File: config.mk
export PLATFORM = sky130hd
export DESIGN_NAME = ts_packet_mux_flat
export DESIGN_NICKNAME = d
export VERILOG_FILES = /design/src/rtl/ts_packet_mux_if.sv /design/src/rtl/ts_packet_mux.sv /design/src/flat_wrapper.sv
export SDC_FILE = /design/constraint.sdc
export NUM_CORES = 1
export LEC_CHECK = 0
export BUFFER_PORTS_ARGS = -buffer_cell sky130_fd_sc_hd__buf_4
export CORE_MARGIN = 8
export CORE_UTILIZATION = 45
export DETAILED_ROUTE_END_ITERATION = 10
export PLACE_DENSITY = 0.63
export SYNTH_ARGS = -nofsm -noshare
export SYNTH_HDL_FRONTEND = slang
export SYNTH_SLANG_ARGS = --single-unit
export TNS_END_PERCENT = 20
File: constraint.sdc
create_clock -name SYS_CLK -period 2.7 [get_ports SYS_CLK]
set_input_delay 0.405 -clock SYS_CLK [delete_from_list [all_inputs] [get_ports SYS_CLK]]
set_output_delay 0.405 -clock SYS_CLK [all_outputs]
set_load 0.05 [all_outputs]
File: src/rtl/ts_packet_mux_if.sv
// Source/output-side signal bundle of the TS packet multiplexer.
// master = the multiplexer, slave = FIFO bank plus TS output consumer.
interface ts_packet_mux_if #(
    parameter int unsigned N_SRC = 4
);
    logic [N_SRC-1:0]   GOT_FULL_PACKET;
    logic [8*N_SRC-1:0] DATA_IN_BUS;
    logic [N_SRC-1:0]   RD_REQ;
    logic [7:0]         DATA_OUT;
    logic               D_VALID_OUT;
    logic               P_SYNC_OUT;
    logic               SYNC_ERR;
    logic [2:0]         ACTIVE_SRC;

    modport master (
        input  GOT_FULL_PACKET, DATA_IN_BUS,
        output RD_REQ, DATA_OUT, D_VALID_OUT, P_SYNC_OUT, SYNC_ERR, ACTIVE_SRC
    );

    modport slave (
        output GOT_FULL_PACKET, DATA_IN_BUS,
        input  RD_REQ, DATA_OUT, D_VALID_OUT, P_SYNC_OUT, SYNC_ERR, ACTIVE_SRC
    );
endinterface

File: src/rtl/ts_packet_mux.sv
// N-source round-robin TS packet multiplexer with SPI-programmable per-source headers.
// Optional null-frame fill when idle is enabled by defining TSMUX_NULL_FILL_EN.
module ts_packet_mux #(
    parameter int unsigned N_SRC         = 4,
    parameter int unsigned HDR_LEN       = 4,
    parameter int unsigned PKT_LEN       = 188,
    parameter logic [7:0]  ADDR_HDR_BASE = 8'h20,
    parameter int unsigned NULL_TIMEOUT  = 64
) (
    input  logic               SYS_CLK,
    input  logic               RST,
    ts_packet_mux_if.master    ts,
    input  logic [7:0]         SPI_ADDRESS,
    input  logic [7:0]         SPI_DATA,
    input  logic               RISING_SS,
    output logic               DCLK_OUT
);

    localparam int unsigned SW        = (N_SRC > 1) ? $clog2(N_SRC) : 1;
    localparam logic [8:0]  HDR_BASE  = {1'b0, ADDR_HDR_BASE};
    localparam logic [8:0]  MASK_ADDR = HDR_BASE + 9'(N_SRC * HDR_LEN);
    localparam logic [7:0]  HDR_LAST  = 8'(HDR_LEN - 1);
    localparam logic [7:0]  PKT_LAST  = 8'(PKT_LEN - 1);

    if (N_SRC < 2 || N_SRC > 8 || HDR_LEN < 1 || HDR_LEN > 8 ||
        (PKT_LEN != 188 && PKT_LEN != 204) || NULL_TIMEOUT < 1) begin : g_param_check
        $error("ts_packet_mux: parameter out of range");
    end

    typedef enum logic [1:0] {
        SCAN,
        HEADER,
        PAYLOAD
    } state_t;

    state_t           state, state_n;
    logic [7:0]       cnt, cnt_n;
    logic [SW-1:0]    rr_ptr, rr_ptr_n;
    logic [SW-1:0]    active_src, active_src_n;
    logic [7:0]       hdr_mem  [N_SRC][HDR_LEN];
    logic [7:0]       hdr_snap [HDR_LEN];
    logic [N_SRC-1:0] mask;
    logic [8:0]       spi_addr9;

    logic [N_SRC-1:0] eligible;
    logic             found;
    logic [SW-1:0]    winner;
    logic [SW-1:0]    idx;

    logic             snap_load;
    logic             hdr_shift;
    logic             rd_en;
    logic             null_frame;
    logic             null_start;
    logic [7:0]       null_byte;
    logic [7:0]       src_byte;

    logic [N_SRC-1:0] rd_vec;
    logic [7:0]       dout;
    logic             valid;
    logic             psync;
    logic             serr;

    assign DCLK_OUT  = SYS_CLK;
    assign spi_addr9 = {1'b0, SPI_ADDRESS};

    // Header bytes and source mask; snapshot at arbitration reads the pre-write value.
    always_ff @(posedge SYS_CLK or negedge RST) begin
        if (!RST) begin
            for (int unsigned s = 0; s < N_SRC; s++) begin
                for (int unsigned b = 0; b < HDR_LEN; b++) begin
                    hdr_mem[s][b] <= (b == 0) ? 8'(s) : (b == 1) ? 8'(s + 2) : 8'h00;
                end
            end
            mask <= '1;
        end else if (RISING_SS) begin
            for (int unsigned s = 0; s < N_SRC; s++) begin
                for (int unsigned b = 0; b < HDR_LEN; b++) begin
                    if (spi_addr9 == HDR_BASE + 9'(s * HDR_LEN + b)) begin
                        hdr_mem[s][b] <= SPI_DATA;
                    end
                end
            end
            if (spi_addr9 == MASK_ADDR) begin
                mask <= SPI_DATA[N_SRC-1:0];
            end
        end
    end

    // Round-robin search starting at rr_ptr, wrapping at N_SRC.
    always_comb begin
        eligible = ts.GOT_FULL_PACKET & mask;
        found    = 1'b0;
        winner   = '0;
        idx      = rr_ptr;
        for (int unsigned i = 0; i < N_SRC; i++) begin
            if (!found && eligible[idx]) begin
                found  = 1'b1;
                winner = idx;
            end
            idx = (idx == SW'(N_SRC - 1)) ? '0 : idx + SW'(1);
        end
    end

    always_comb begin
        src_byte = '0;
        for (int unsigned k = 0; k < N_SRC; k++) begin
            if (active_src == SW'(k)) begin
                src_byte = ts.DATA_IN_BUS[8*k +: 8];
            end
        end
    end

`ifdef TSMUX_NULL_FILL_EN
    localparam int unsigned TW = $clog2(NULL_TIMEOUT + 1);

    logic [TW-1:0] idle_tmr;

    assign null_start = (state == SCAN) && !found && (idle_tmr == TW'(NULL_TIMEOUT - 1));

    always_ff @(posedge SYS_CLK or negedge RST) begin
        if (!RST) begin
            idle_tmr   <= '0;
            null_frame <= 1'b0;
        end else begin
            if (state == SCAN && !found && !null_start) begin
                idle_tmr <= idle_tmr + TW'(1);
            end else begin
                idle_tmr <= '0;
            end
            if (null_start) begin
                null_frame <= 1'b1;
            end else if (snap_load) begin
                null_frame <= 1'b0;
            end
        end
    end

    always_comb begin
        case (cnt)
            8'd0:    null_byte = 8'h47;
            8'd1:    null_byte = 8'h1F;
            8'd2:    null_byte = 8'hFF;
            8'd3:    null_byte = 8'h10;
            default: null_byte = 8'hFF;
        endcase
    end
`else
    assign null_start = 1'b0;
    assign null_frame = 1'b0;
    assign null_byte  = 8'hFF;
`endif

    always_ff @(posedge SYS_CLK or negedge RST) begin
        if (!RST) begin
            state      <= SCAN;
            cnt        <= '0;
            rr_ptr     <= '0;
            active_src <= '0;
            for (int unsigned j = 0; j < HDR_LEN; j++) begin
                hdr_snap[j] <= '0;
            end
        end else begin
            state      <= state_n;
            cnt        <= cnt_n;
            rr_ptr     <= rr_ptr_n;
            active_src <= active_src_n;
            if (snap_load) begin
                for (int unsigned j = 0; j < HDR_LEN; j++) begin
                    hdr_snap[j] <= hdr_mem[winner][j];
                end
            end else if (hdr_shift) begin
                for (int unsigned j = 0; j + 1 < HDR_LEN; j++) begin
                    hdr_snap[j] <= hdr_snap[j+1];
                end
            end
        end
    end

    // The FIFO read for payload byte j is issued one cycle ahead of its output,
    // so RD_REQ starts on the last header byte and stops before the last payload byte.
    always_comb begin
        state_n      = state;
        cnt_n        = cnt;
        rr_ptr_n     = rr_ptr;
        active_src_n = active_src;
        snap_load    = 1'b0;
        hdr_shift    = 1'b0;
        rd_en        = 1'b0;
        valid        = 1'b0;
        psync        = 1'b0;
        serr         = 1'b0;
        dout         = '0;
        case (state)
            SCAN: begin
                cnt_n = '0;
                if (found) begin
                    snap_load    = 1'b1;
                    active_src_n = winner;
                    rr_ptr_n     = (winner == SW'(N_SRC - 1)) ? '0 : winner + SW'(1);
                    state_n      = HEADER;
                end else if (null_start) begin
                    state_n = HEADER;
                end
            end
            HEADER: begin
                valid     = 1'b1;
                dout      = null_frame ? 8'hFF : hdr_snap[0];
                hdr_shift = 1'b1;
                if (cnt == HDR_LAST) begin
                    rd_en   = 1'b1;
                    cnt_n   = '0;
                    state_n = PAYLOAD;
                end else begin
                    cnt_n = cnt + 8'd1;
                end
            end
            PAYLOAD: begin
                valid = 1'b1;
                dout  = null_frame ? null_byte : src_byte;
                if (cnt == 8'd0) begin
                    psync = 1'b1;
                    serr  = !null_frame && (src_byte != 8'h47);
                end
                if (cnt == PKT_LAST) begin
                    cnt_n   = '0;
                    state_n = SCAN;
                end else begin
                    rd_en = 1'b1;
                    cnt_n = cnt + 8'd1;
                end
            end
            default: state_n = SCAN;
        endcase
    end

    always_comb begin
        rd_vec = '0;
        for (int unsigned k = 0; k < N_SRC; k++) begin
            rd_vec[k] = rd_en && !null_frame && (active_src == SW'(k));
        end
    end

    assign ts.RD_REQ      = rd_vec;
    assign ts.DATA_OUT    = dout;
    assign ts.D_VALID_OUT = valid;
    assign ts.P_SYNC_OUT  = psync;
    assign ts.SYNC_ERR    = serr;
    assign ts.ACTIVE_SRC  = 3'(active_src);

endmodule
File: src/flat_wrapper.sv
// flat-port wrapper written by rule: the top's interface ports become plain ports
module ts_packet_mux_flat 
#(
    parameter int unsigned N_SRC         = 4,
    parameter int unsigned HDR_LEN       = 4,
    parameter int unsigned PKT_LEN       = 188,
    parameter logic [7:0]  ADDR_HDR_BASE = 8'h20,
    parameter int unsigned NULL_TIMEOUT  = 64
)
  (SYS_CLK, RST, SPI_ADDRESS, SPI_DATA, RISING_SS, DCLK_OUT, ts_GOT_FULL_PACKET, ts_DATA_IN_BUS, ts_RD_REQ, ts_DATA_OUT, ts_D_VALID_OUT, ts_P_SYNC_OUT, ts_SYNC_ERR, ts_ACTIVE_SRC);
  ts_packet_mux_if #(.N_SRC(N_SRC)) ts_i ();
  input  logic SYS_CLK;
  input  logic RST;
  input  logic [7:0] SPI_ADDRESS;
  input  logic [7:0] SPI_DATA;
  input  logic RISING_SS;
  output logic DCLK_OUT;
  input wire logic [$bits(ts_i.GOT_FULL_PACKET)-1:0] ts_GOT_FULL_PACKET;
  input wire logic [$bits(ts_i.DATA_IN_BUS)-1:0] ts_DATA_IN_BUS;
  output wire logic [$bits(ts_i.RD_REQ)-1:0] ts_RD_REQ;
  output wire logic [$bits(ts_i.DATA_OUT)-1:0] ts_DATA_OUT;
  output wire logic [$bits(ts_i.D_VALID_OUT)-1:0] ts_D_VALID_OUT;
  output wire logic [$bits(ts_i.P_SYNC_OUT)-1:0] ts_P_SYNC_OUT;
  output wire logic [$bits(ts_i.SYNC_ERR)-1:0] ts_SYNC_ERR;
  output wire logic [$bits(ts_i.ACTIVE_SRC)-1:0] ts_ACTIVE_SRC;
  assign ts_i.GOT_FULL_PACKET = ts_GOT_FULL_PACKET;
  assign ts_i.DATA_IN_BUS = ts_DATA_IN_BUS;
  assign ts_RD_REQ = ts_i.RD_REQ;
  assign ts_DATA_OUT = ts_i.DATA_OUT;
  assign ts_D_VALID_OUT = ts_i.D_VALID_OUT;
  assign ts_P_SYNC_OUT = ts_i.P_SYNC_OUT;
  assign ts_SYNC_ERR = ts_i.SYNC_ERR;
  assign ts_ACTIVE_SRC = ts_i.ACTIVE_SRC;
  ts_packet_mux #(.N_SRC(N_SRC), .HDR_LEN(HDR_LEN), .PKT_LEN(PKT_LEN), .ADDR_HDR_BASE(ADDR_HDR_BASE), .NULL_TIMEOUT(NULL_TIMEOUT)) u_core (.SYS_CLK(SYS_CLK), .RST(RST), .ts(ts_i), .SPI_ADDRESS(SPI_ADDRESS), .SPI_DATA(SPI_DATA), .RISING_SS(RISING_SS), .DCLK_OUT(DCLK_OUT));
endmodule
Yosys cells after proc, flatten, opt, wreduce, memory -nomap -nowiden

Cells that the tools add are included.

Register bits after elaboration: 178
Bits of input ports: 55
Output and inout port bits: 19
Logic and storage cells: 152

$add $sub $neg: 5
$lt $le $gt $ge: 5
Equality and inequality tests: 32
Multiplexer cells: 48
Bitwise logic cells: 2
Reductions and logical operators: 35

Operator list:

| cell                  | count |
|---|---|
| $eq A8 B6 Y1 const B  | 17 |
| $bmux W32 S2          | 1 |
| $mux W32              | 2 |
| $mux W24              | 2 |
| $mux W8               | 6 |
| $reduce_and A2 Y1     | 18 |
| $pmux W8 S3           | 1 |
| $mux W2               | 11 |
| $mux W1               | 18 |
| $pmux W8 S2           | 1 |
| $eq A2 B2 Y1 const B  | 7 |
| $lt A2 B3 Y1 const B  | 4 |
| $add A2 B1 Y2 const B | 4 |
| $add A8 B1 Y8 const B | 1 |
| $bmux W1 S2           | 4 |
| $eq A8 B2 Y1 const B  | 1 |
| $eq A8 B8 Y1 const B  | 1 |
| $logic_not A8 Y1      | 1 |
| $ne A8 B7 Y1 const B  | 1 |
| $logic_and A1 B1 Y1   | 7 |
| $ne A2 B1 Y1 const B  | 3 |
| $pmux W2 S3           | 1 |
| $and A4 B4 Y4         | 1 |
| $eq A2 B1 Y1 const B  | 2 |
| 9 further kinds       | 12 |

Depth between registers and ports, before layout

Gate-level depths: netlist of run 1.

Depth after elaboration: 18
Mapped depth: 12
Gate-level depth less buffers: 9

==> impl_metrics.env, run 1 <==
export IMPL_status="finished with violations"
export IMPL_violations="negative setup slack"
export IMPL_hp_class="in -> reg"
export IMPL_slew_headroom_pct=52.1
export IMPL_ant_nets=0
export IMPL_hold_ws_ps=292
export IMPL_gr_usage_all_layers_pct=19.5
export IMPL_place_congestion=0.879
export IMPL_num_antenna_cells=0
export IMPL_cp_arrival_ps=2370
export IMPL_die_width_um=157
export IMPL_crit_path_top_delay_cell="or4_4"
export IMPL_post_route_util_pct=55.2
export IMPL_seq_area_sq_um=4470
export IMPL_portBuffers=72
export IMPL_dp_hpwl_um=15400
export IMPL_drtIter0Drc=357
export IMPL_overflow=0
export IMPL_synth_flop_cell="dfrtp_1"
export IMPL_path_cells="or4_4 > nor3_4 > and3_4 > o21ai_4 > nor3_1 > buf_4"
export IMPL_syn_nets=819
export IMPL_synthCells=755
export IMPL_via_per_inst=5.78
export IMPL_async_flop_share_pct=100
export IMPL_ios=74
export IMPL_vdd_drop_max_mv=0.571
export IMPL_crit_type="reg -> out"
export IMPL_syn_avg_cell_area_sq_um=11.8
export IMPL_area_growth_pct=20.0
export IMPL_fmax_ghz=0.360
export IMPL_synth_area_sq_um=8950
export IMPL_core_sq_um=19500
export IMPL_setup_ws_ps=-76.6
export IMPL_min_period_over_period_pct=103
export IMPL_cpPeakStageDelay_ps=570
export IMPL_drive_gt1_share_pct=41.7
export IMPL_finalClockSkew_ps=7.10
export IMPL_p_leak_uw=0.00493
export IMPL_maxSlewViolCount=0
export IMPL_yosys_warnings=0
export IMPL_multi_input_area_sq_um=4270
export IMPL_clk_pin_slew_ps=60
export IMPL_critPathMaxFanout=3
export IMPL_netlist_cell_type_count=62
export IMPL_grt_pass1_wl_um=37100
export IMPL_die_h_um=157
export IMPL_fillCellCount=1646
export IMPL_period_needed_ps=2780
export IMPL_setup_viol=5
export IMPL_synth_edff_count=0
export IMPL_ys_ff_latch=178
export IMPL_antenna_found_initial=0
export IMPL_rsz0062_at_grt="yes"
export IMPL_nNetsFinal=906
export IMPL_grt_pass1_vias=6793
export IMPL_clk_latency_ps=540
export IMPL_ys_seq_area_share_pct=50.0
export IMPL_initial_utilization_pct=46.0
export IMPL_wl_um=23000
export IMPL_drv_cap=0
export IMPL_wl_per_cell_um=20.5
export IMPL_crit_path_end_kind="output pin"
export IMPL_post_route_drc_count=0
export IMPL_critPathBufInv=1
export IMPL_worstMarginPinSlew_ps=718
export IMPL_hold_violations=0
export IMPL_vias=6470
export IMPL_crit_family="simple AND/OR/NAND/NOR gates"
export IMPL_grt_max_degree=71
export IMPL_pwr_density_cell_nw_per_um2=1020
export IMPL_tritoncts="built"
export IMPL_detail_route_first_pass_iterations=4
export IMPL_die_area_sq_um=24600
export IMPL_crit_required_ps=2300
export IMPL_startpoint_type="register"
export IMPL_rows=51
[cell families (layout without fill, tap and decap cells)]
group,count (synthesis),in the layout,share of synthesized area [%]
multiplexers,192,192,25.3
adder cells (fa/ha/maj),9,9,1.26
XOR/XNOR,3,3,0.294
AO/OA/AOI/OAI,127,127,9.59
other,1,1,0.0419
buffers and inverters,58,157,3.22
flip-flops,178,178,50.0
AND/OR/NAND/NOR,187,187,10.3
[area by class of cell]
class                      count  area share [%]
clock buffer                  25            5.15
clock inverter                10            1.24
inverter                       8           0.303
multi-input combinational    519            39.8
sequential                   178            41.7
tap                          265            3.09
timing repair buffer         114            8.74
[final timing paths]
| check | startpoint | end | slack (ps) | cells past startpoint |
|---|---|---|---|---|
| worst max-delay path | u_core.cnt[4] | ts_RD_REQ[2] | -80 | 6 |
| worst max register to register | u_core.rr_ptr[0] | u_core.hdr_snap[14] | 90 | 10 |
| worst min-delay path | SPI_DATA[7] | u_core.hdr_mem[47] | 290 | 2 |
| min in group asynchronous | RST | u_core.cnt[6] | 440 | 2 |
| max in group asynchronous | RST | u_core.mask[3] | 1390 | 3 |
| worst min register to register | u_core.hdr_mem[97] | u_core.hdr_mem[97] | 500 | 1 |
[stage by stage]
stage	TNS (ps)	total power, uW	setup slack [ps]	cells	instance area [sq um]
after floorplan	-503	6790	-199	755	8950
after global placement	0	8070	128	1077	9890
after detailed placement	-209	8210	-34.0	1077	9890
after CTS	-36.0	11000	-28.5	1117	10700
after global routing	-665	11600	-164	1119	10700
final	-264	11000	-76.6	1119	10700
[synth_stat cells, types with 3 or more instances]
cell	number	area (sq um)
dfstp_2	14	368
a21oi_1	5	25.0
dfrtp_1	164	4100
nand2b_1	6	37.5
clkbuf_1	30	113
inv_1	7	26.3
mux2_2	156	1760
a22oi_1	8	60.1
o22ai_1	24	150
buf_2	9	45.0
o21ai_0	18	90.1
a31o_1	8	70.1
nand2_1	79	297
and2_1	5	31.3
nor3_1	9	45.0
ha_1	9	113
nor2b_1	10	62.6
buf_6	5	56.3
nor2_1	20	75.1
buf_4	5	37.5
a211oi_1	3	22.5
o21ai_1	15	75.1
mux2_1	25	282
mux4_2	9	203
a31oi_1	25	156
o2bb2ai_1	4	35.0
o31ai_1	3	22.5
and3_1	13	81.3
nand3_1	26	130
[cells in the final DEF (no fill, tap or decap), drive strengths merged, types with 6 or more instances in the layout]
master	count
o21ai	33
and3	13
clkinv	7
nor2	22
a31oi	26
nand2	80
ha	9
nor3	11
nand3	28
nor2b	10
a31o	9
mux2	181
mux4	9
inv	8
dfstp	14
clkbuf	24
dfrtp	164
o22ai	24
a22oi	8
buf	114
nand2b	6
[power breakdown]
part	internal, uW	switching [uW]	total (uW)
Combinational	1920	2910	4830
Sequential	3080	288	3360
Clock	1730	1070	2790
Total	6720	4260	11000
[routing by layer]
metal  vias up  global-route usage [%]  share of wire (%)
li1       2932                       -                  -
met1      3317                    25.1                 44
met2       194                    31.9                 48
met3        27                    4.77                5.7
met4         0                    6.09                1.7
met5         -                       0                  0
[registers in the layout, indices dropped and copies added, names as in the netlist]
signal	count
u_core.active_src	2
u_core.cnt	8
u_core.hdr_mem	128
u_core.hdr_snap	32
u_core.mask	4
u_core.rr_ptr	2
u_core.state	2
[timing repair]
action | 4_1_cts | 5_1_grt
resized for setup | 16 | 13
buffers inserted | 5 | 2
setup endpoints to repair | 22 | 17
hold endpoints to repair | 65 | 0
pin swaps | 2 | 4
hold buffers | 1 | 0
Note: power is estimated with default switching activity, not from simulation.
==> inputs of run 2 (changes only) <==
- CTS_BUF_LIST: unset -> sky130_fd_sc_hd__clkbuf_8 sky130_fd_sc_hd__clkbuf_16
==> impl_metrics.env, run 2 (synthesis results as in run 1) <==
export IMPL_status="finished with violations"
export IMPL_violations="negative setup slack"
export IMPL_maxSlewViolCount=0
export IMPL_portBuffers=72
export IMPL_grt_pass1_wl_um=37100
export IMPL_nNetsFinal=906
export IMPL_finalNonFillerCells=1119
export IMPL_area_growth_pct=20.0
export IMPL_place_congestion=0.879
export IMPL_startpoint_type="register"
export IMPL_wl_per_cell_um=20.6
export IMPL_final_common_cell="dfrtp_1"
export IMPL_ant_nets=0
export IMPL_period_needed_ps=2780
export IMPL_worstMarginPinSlew_ps=716
export IMPL_top_regs="u_core.hdr_mem (128), u_core.hdr_snap (32), u_core.cnt (8)"
export IMPL_drtIter0Drc=367
export IMPL_gr_usage_all_layers_pct=19.5
export IMPL_fillCellCount=1646
export IMPL_rsz0062_at_grt="yes"
export IMPL_final_cell_mix="dfrtp_1, mux2_2, buf_4"
export IMPL_num_antenna_cells=0
export IMPL_setup_viol=5
export IMPL_overflow=0
export IMPL_setup_ws_ps=-78.5
export IMPL_drive_gt1_share_pct=41.7
export IMPL_grt_pass1_vias=6793
export IMPL_placedInstanceArea_sq_um=9890
export IMPL_core_sq_um=19500
export IMPL_design_area_sq_um=10700
export IMPL_crit_path_end_kind="output pin"
export IMPL_rows=51
export IMPL_finalClockSkew_ps=7.23
export IMPL_finalPower_uw=11000
export IMPL_vdd_drop_max_mv=0.574
export IMPL_initial_utilization_pct=46.0
export IMPL_hp_class="in -> reg"
export IMPL_detail_route_first_pass_iterations=4
export IMPL_hold_violations=0
export IMPL_post_route_drc_count=0
export IMPL_dp_hpwl_um=15400
export IMPL_slew_headroom_pct=52.3
export IMPL_p_leak_uw=0.00494
export IMPL_min_period_over_period_pct=103
export IMPL_critPathMaxFanout=3
export IMPL_grt_max_degree=71
export IMPL_largest_reg_flops=128
export IMPL_fmax_ghz=0.360
export IMPL_clk_latency_ps=540
export IMPL_startpoint="u_core.cnt[4]"
export IMPL_clk_pin_slew_ps=60
export IMPL_crit_required_ps=2300
export IMPL_cp_arrival_ps=2370
export IMPL_ios=74
export IMPL_pwr_density_cell_nw_per_um2=1020
export IMPL_pre_cts_slack_ps=-34.0
export IMPL_antenna_found_initial=0
export IMPL_die_h_um=157
export IMPL_r2r_start="u_core.rr_ptr[0]"
export IMPL_vias=6458
export IMPL_min_from="SPI_DATA[7]"
export IMPL_wl_um=23000
export IMPL_crit_type="reg -> out"
export IMPL_drv_cap=0
export IMPL_via_per_inst=5.77
export IMPL_die_width_um=157
export IMPL_tritoncts="built"
export IMPL_regMostFlops="u_core.hdr_mem"
export IMPL_die_area_sq_um=24600
export IMPL_dp_cells=1077
-- run 2: changes by cell type in the layout (fill, tap and decap cells not counted) --
cell | before | now
clkbuf_1 | 1 | 0
inv_1 | 6 | 7
-- run 2: per-layer routing --
metal / global-route usage [%] / vias to the layer above / share of wire, %
li1: - / 2932 / -
met1: 25.1 / 3319 / 45
met5: 0 / - / 0
met3: 4.77 / 29 / 5.4
met4: 6.09 / 0 / 1.9
met2: 31.9 / 178 / 48
-- run 2: final timing paths --
| kind | to | cells past startpoint | slack, ps |
|---|---|---|---|
| max reg2reg | u_core.hdr_snap[14] | 10 | 90 |
| min | u_core.hdr_mem[47] | 2 | 290 |
| max in group asynchronous | u_core.mask[3] | 3 | 1390 |
| max | ts_RD_REQ[2] | 6 | -80 |
| min reg2reg | u_core.hdr_mem[94] | 1 | 500 |
| min in group asynchronous | u_core.cnt[6] | 2 | 440 |
-- run 2: repair_timing --
item	CTS	global route
gates resized for setup	16	13
setup buffers	5	2
pin swaps	2	4
setup endpoints to repair	22	17
hold endpoints to repair	65	0
hold buffers	1	0
-- run 2: layout make-up --
cell class	instances	area [sq um]	share of cell area [%]
inverters	8	32.5	0.303
well taps	265	332	3.09
clock buffers	24	549	5.12
clock inverters	11	136	1.27
flip-flops and latches	178	4470	41.7
repair buffers	114	938	8.74
multi-input cells	519	4270	39.8
-- run 2: stage by stage --
stage	utilization, %	setup TNS (ps)	hold WS, ps
global route	55.2	-665	278
finish	55.2	-274	291
floorplan	-	-503	109
CTS	54.8	-36.0	267
detailed placement	50.8	-209	466
global placement	50.8	0	455
-- run 2: worst max-delay path: stages (launching register included) --
cell	delay, ps
dfrtp_1	390
or4_4	570
nor3_4	200
and3_4	210
o21ai_4	60
nor3_1	160
buf_4	230
-- run 2: where the power goes --
| group | switching, uW | internal, uW |
|---|---|---|
| Clock | 1070 | 1720 |
| Combinational | 2920 | 1920 |
| Sequential | 290 | 3080 |
| Total | 4280 | 6710 |
